$ cat config.mk
export PLATFORM = sky130hd
export DESIGN_NAME = spi_master_cfg
export DESIGN_NICKNAME = d
export VERILOG_FILES = /design/src/rtl/spi_master_cfg.sv
export SDC_FILE = /design/constraint.sdc
export NUM_CORES = 1
export LEC_CHECK = 0
export CAP_MARGIN = 15
export CORE_MARGIN = 2
export CORE_UTILIZATION = 40
export DETAILED_ROUTE_END_ITERATION = 10
export PLACE_DENSITY = 0.6
export SKIP_LAST_GASP = 1
export SLEW_MARGIN = 20
export SYNTH_ARGS = -nofsm -noshare
export SYNTH_HDL_FRONTEND = slang
export SYNTH_SLANG_ARGS = --single-unit
$ cat constraint.sdc
create_clock -name clk -period 1.9 [get_ports clk]
set_input_delay 0.38 -clock clk [delete_from_list [all_inputs] [get_ports clk]]
set_output_delay 0.38 -clock clk [all_outputs]
set_load 0.1 [all_outputs]
$ cat src/rtl/spi_master_cfg.sv
// Full-duplex SPI master with a programmable SCK divider, all four SPI modes,
// MSB/LSB-first selection and one-hot active-low chip selects.
module spi_master_cfg #(
  parameter int FRAME_W = 8,
  parameter int NUM_CS  = 4,
  parameter int DIV_W   = 8
) (
  input  logic                                           clk,
  input  logic                                           rst,
  input  logic                                           cpol,
  input  logic                                           cpha,
  input  logic                                           lsb_first,
  input  logic [DIV_W-1:0]                               div,
  input  logic [((NUM_CS > 1) ? $clog2(NUM_CS) : 1)-1:0] cs_sel,
  input  logic                                           tx_valid,
  output logic                                           tx_ready,
  input  logic [FRAME_W-1:0]                             tx_data,
  output logic                                           rx_valid,
  output logic [FRAME_W-1:0]                             rx_data,
  output logic                                           busy,
  output logic                                           sck,
  output logic                                           mosi,
  input  logic                                           miso,
  output logic [NUM_CS-1:0]                              cs_n
);

  localparam int CS_W = (NUM_CS > 1) ? $clog2(NUM_CS) : 1;
  localparam int BC_W = $clog2(FRAME_W);
  localparam logic [BC_W-1:0] LAST_BIT = BC_W'(FRAME_W - 1);

  typedef enum logic [2:0] {IDLE, SETUP, XFER, HOLD, GAP} state_t;

  state_t             state;
  logic [DIV_W-1:0]   div_q;
  logic [DIV_W-1:0]   cnt;
  logic               cpha_q;
  logic               lsb_q;
  logic [FRAME_W-1:0] tx_sr;
  logic [FRAME_W-1:0] rx_sr;
  logic [BC_W-1:0]    bit_cnt;
  logic               trail;
  logic               half_done;

  assign half_done = (cnt == div_q);

  function automatic logic first_bit(input logic [FRAME_W-1:0] d, input logic lsb);
    return lsb ? d[0] : d[FRAME_W-1];
  endfunction

  function automatic logic [FRAME_W-1:0] shift_out(input logic [FRAME_W-1:0] d, input logic lsb);
    return lsb ? (d >> 1) : (d << 1);
  endfunction

  function automatic logic [FRAME_W-1:0] shift_in(input logic [FRAME_W-1:0] sr, input logic b,
                                                  input logic lsb);
    return lsb ? {b, sr[FRAME_W-1:1]} : {sr[FRAME_W-2:0], b};
  endfunction

  // An out-of-range index matches no slave, so every select stays high.
  function automatic logic [NUM_CS-1:0] cs_decode(input logic [CS_W-1:0] sel);
    logic [NUM_CS-1:0] res;
    for (int i = 0; i < NUM_CS; i++) res[i] = (32'(sel) != i);
    return res;
  endfunction

  // NOTE: every register here uses non-blocking assignment so all state
  // updates in a cycle see the pre-edge values, matching real flip-flops.
  always_ff @(posedge clk or posedge rst) begin
    if (rst) begin
      state    <= IDLE;
      div_q    <= '0;
      cnt      <= '0;
      cpha_q   <= 1'b0;
      lsb_q    <= 1'b0;
      tx_sr    <= '0;
      rx_sr    <= '0;
      bit_cnt  <= '0;
      trail    <= 1'b0;
      tx_ready <= 1'b1;
      rx_valid <= 1'b0;
      rx_data  <= '0;
      busy     <= 1'b0;
      sck      <= 1'b0;
      mosi     <= 1'b0;
      cs_n     <= '1;
    end else begin
      rx_valid <= 1'b0;
      case (state)
        IDLE: begin
          sck  <= cpol;
          cs_n <= '1;
          if (tx_valid && tx_ready) begin
            div_q    <= div;
            cpha_q   <= cpha;
            lsb_q    <= lsb_first;
            cnt      <= '0;
            bit_cnt  <= '0;
            trail    <= 1'b0;
            cs_n     <= cs_decode(cs_sel);
            busy     <= 1'b1;
            tx_ready <= 1'b0;
            state    <= SETUP;
            // Leading-edge sampling needs the first bit on the wire during SETUP.
            if (!cpha) begin
              mosi  <= first_bit(tx_data, lsb_first);
              tx_sr <= shift_out(tx_data, lsb_first);
            end else begin
              tx_sr <= tx_data;
            end
          end
        end
        SETUP: begin
          if (half_done) begin
            cnt   <= '0;
            state <= XFER;
          end else begin
            cnt <= cnt + 1'b1;
          end
        end
        XFER: begin
          if (half_done) begin
            cnt   <= '0;
            sck   <= ~sck;
            trail <= ~trail;
            if (!trail) begin
              if (!cpha_q) begin
                rx_sr <= shift_in(rx_sr, miso, lsb_q);
              end else begin
                mosi  <= first_bit(tx_sr, lsb_q);
                tx_sr <= shift_out(tx_sr, lsb_q);
              end
            end else begin
              if (cpha_q) begin
                rx_sr <= shift_in(rx_sr, miso, lsb_q);
              end else if (bit_cnt != LAST_BIT) begin
                mosi  <= first_bit(tx_sr, lsb_q);
                tx_sr <= shift_out(tx_sr, lsb_q);
              end
              if (bit_cnt == LAST_BIT) state <= HOLD;
              else                     bit_cnt <= bit_cnt + 1'b1;
            end
          end else begin
            cnt <= cnt + 1'b1;
          end
        end
        HOLD: begin
          if (half_done) begin
            cnt      <= '0;
            cs_n     <= '1;
            rx_valid <= 1'b1;
            rx_data  <= rx_sr;
            state    <= GAP;
          end else begin
            cnt <= cnt + 1'b1;
          end
        end
        GAP: begin
          if (half_done) begin
            cnt      <= '0;
            busy     <= 1'b0;
            tx_ready <= 1'b1;
            state    <= IDLE;
          end else begin
            cnt <= cnt + 1'b1;
          end
        end
        default: state <= IDLE;
      endcase
    end
  end

endmodule

==> impl_metrics.ini <==
[yosys]
yosys.area.top_type = dfrtp_1
synth_area_sq_mm = 0.00330
synthFlopType = dfrtp_1
ys_types = 54
yosys_register_bits = 58
yosysTopAreaCellShare_pct = 40.2
yosysSeqAreaShare_pct = 44.2
yosys_warnings = 0
synth_edf_count = 0
postSynthAreaPerCell_sq_um = 10.4
synthTopCellsByArea = dfrtp_1 40%, mux2_2 6.8%, mux2i_1 6.4%, dfstp_2 4.0%, mux2_4 3.6%
netlist_instances = 316
synthTopCellsByCount = 53 x dfrtp_1, 26 x nor2_1, 23 x nand2_1, 21 x mux2i_1, 20 x mux2_2
synth.net_count = 346
yosysMostFrequentCell = dfrtp_1
synthArstFlopShare_pct = 100

[route]
antenna_left = 0
avgRoutedWirePerCell_um = 14.9
dr_total_vias = 2669
avgViaCountPerCell = 5.23
drt_iter0_drc = 210
drc = 0
wl_um = 7580
detail_route.first_pass.iterations = 4

[global_routing]
overflow = 0
grt_max_degree = 34
antenna_found_initial = 0
grt_usage_pct = 17.7
grt_pass1_wl_um = 12300
grt_pass1_vias = 2635

[timing]
fin_ws_ns = -0.175
maxSlewViolCount = 0
tightestPinTransition_ns = 0.485
finalCritPeriodShare_pct = 109
period_needed_ns = 2.08
max_freq_mhz = 482
rsz0062_at_grt = true
hold_viol = 0
slew_headroom_pct = 67.5
skew_ns = 0.00996
setup_viol = 35
setup-tns-final_ns = -4.07

[hold_path]
holdCritPathClass = input port to async pin

[setup_path]
slowest_delay_ns = 0.39
critPathMaxFanout = 10
setup.worst_path.start_class = register
cp-end-kind = register
critPathSlowestCell = dfrtp_1
crit_required_ns = 2.12
crit_arrival_ns = 2.29
path_buf_inv = 2
critical_path_class = register to register
crit_family = simple AND/OR/NAND/NOR gates
path_cells = xor2_1 > nor4_2 > buf_4 > and2_4 > and4_4 > buf_12 > mux2_2

[power_and_ir_drop]
peakVddDrop_v = 0.000423
power.static_leakage_nw = 2.05
p_per_area_mw_per_mm2 = 590
p_total_w = 0.00276

[cells_and_area]
design_area_sq_mm = 0.00467
antenna_cells = 0
drive_gt1_share_pct = 37.3
finish.net_count = 430
fin_util_pct = 57.7
area_growth_syn_to_layout_pct = 41.4

[run_status]
status = finished with violations
violations = negative setup slack

[floorplan]
num_rows = 33
coreArea_sq_mm = 0.00809
pin_count = 42
die_h_um = 94.8
start_util_pct = 40.8
die_x_um = 94.8
die-area_sq_mm = 0.00899

[place]
globalplace.congestion = 0.813
dpl_cell_area_sq_mm = 0.00425
pre_cts_slack_ns = -0.221
io_buffers = 41
dp_hpwl_um = 5310

[clock_tree]
cts_buffers = 9
clkSlewWorstSetupHoldPaths_ns = 0.07
tritoncts = yes
insertion_delay_ns = 0.34
clockBufferDepth = 2
cts.htree.levels = 3
clock_sinks = 58
cts_root_buf = clkbuf_8

[flow_run]
maxCapViolations = 0
where the power goes:
part           total, W  internal, W  switching (W)
combinational  0.000139    0.0000745      0.0000642
sequential      0.00123      0.00123              0
clock           0.00138     0.000870       0.000512
total           0.00276      0.00218       0.000576
layout make-up:
type | count | area, sq um
Timing Repair Buffer | 98 | 996
Clock buffer | 9 | 124
Multi-Input combinational cell | 224 | 1800
Sequential cell | 58 | 1460
Clock inverter | 7 | 116
Inverter | 9 | 33.8
Fill cell | 729 | 3430
Tap cell | 105 | 131
sequential cells by signal, indices dropped and copies added, names as in the netlist:
register  count
bit_cnt       3
tx_sr         8
div_q         8
sck           1
mosi          1
rx_sr         8
cnt           8
lsb_q         1
rx_data       8
state         3
busy          1
rx_valid      1
cs_n          4
trail         1
tx_ready      1
cpha_q        1
cell usage in the layout, fill, tap and decap left out, types with 4 or more instances in the layout:
cell,synthesis,layout
a211oi_1,7,6
a21oi_1,15,13
buf_12,0,13
buf_4,3,52
buf_6,4,8
clkbuf_8,0,9
clkdlybuf4s50_1,0,24
dfrtp_1,53,53
dfstp_2,5,4
ha_1,5,4
inv_1,9,8
mux2_2,20,13
mux2_4,8,15
mux2i_1,21,21
nand2_1,23,20
nand3_1,9,7
nand3b_1,5,5
nand4_1,5,5
nor2_1,26,24
o21ai_0,15,12
o32a_1,4,4
xor2_1,10,10
cell families after synthesis:
family          count (synthesis)  share of synthesized area (%)
xor+xnor                       11                           3.15
fa+ha+maj                       5                           1.90
compound gates                 67                           13.9
buf+inv                        34                           5.23
flops                          58                           44.2
simple gates                   91                           14.2
mux                            50                           17.5
per-stage QoR:
step | instances | hold WS (ns)
floorplan | 316 | 0.471
global placement | 487 | 0.493
detailed placement | 487 | 0.502
CTS | 507 | 0.419
global route | 510 | 0.451
finish | 510 | 0.422
worst min-delay path: cells and delay by family:
family	cells	cell delay, ns
buffers and inverters	3	0.78
final timing paths:
check	startpoint	endpoint	slack (ns)	depth (start not counted)
max	div_q[6]	rx_data[4]	-0.18	7
min	rst	rx_valid	0.42	3
max reg2reg	div_q[6]	rx_data[4]	-0.18	7
min reg2reg	rx_data[3]	rx_data[3]	0.51	1
max in group asynchronous	rst	state[1]	1.11	3
min in group clk	rx_data[3]	rx_data[3]	0.51	1
metal layers:
layer  vias up  track usage, %  part of all wire, %  wire length (um)
met5         -               0                    0                 0
met4         0            5.56                 0.90                68
met3         8            4.95                  4.6               350
met2        64            28.0                   48              3630
met1      1277            23.5                   47              3530
li1       1320               -                    -                 -
repair_timing:
action	CTS	global route
buffers inserted	4	4
resized for setup	14	23
endpoints found under the hold margin	0	0
pin swaps	8	9
cloned	0	1
hold buffers	0	0
endpoints found under the setup margin	37	39
No activity file was read; power rests on OpenSTA's default activity.
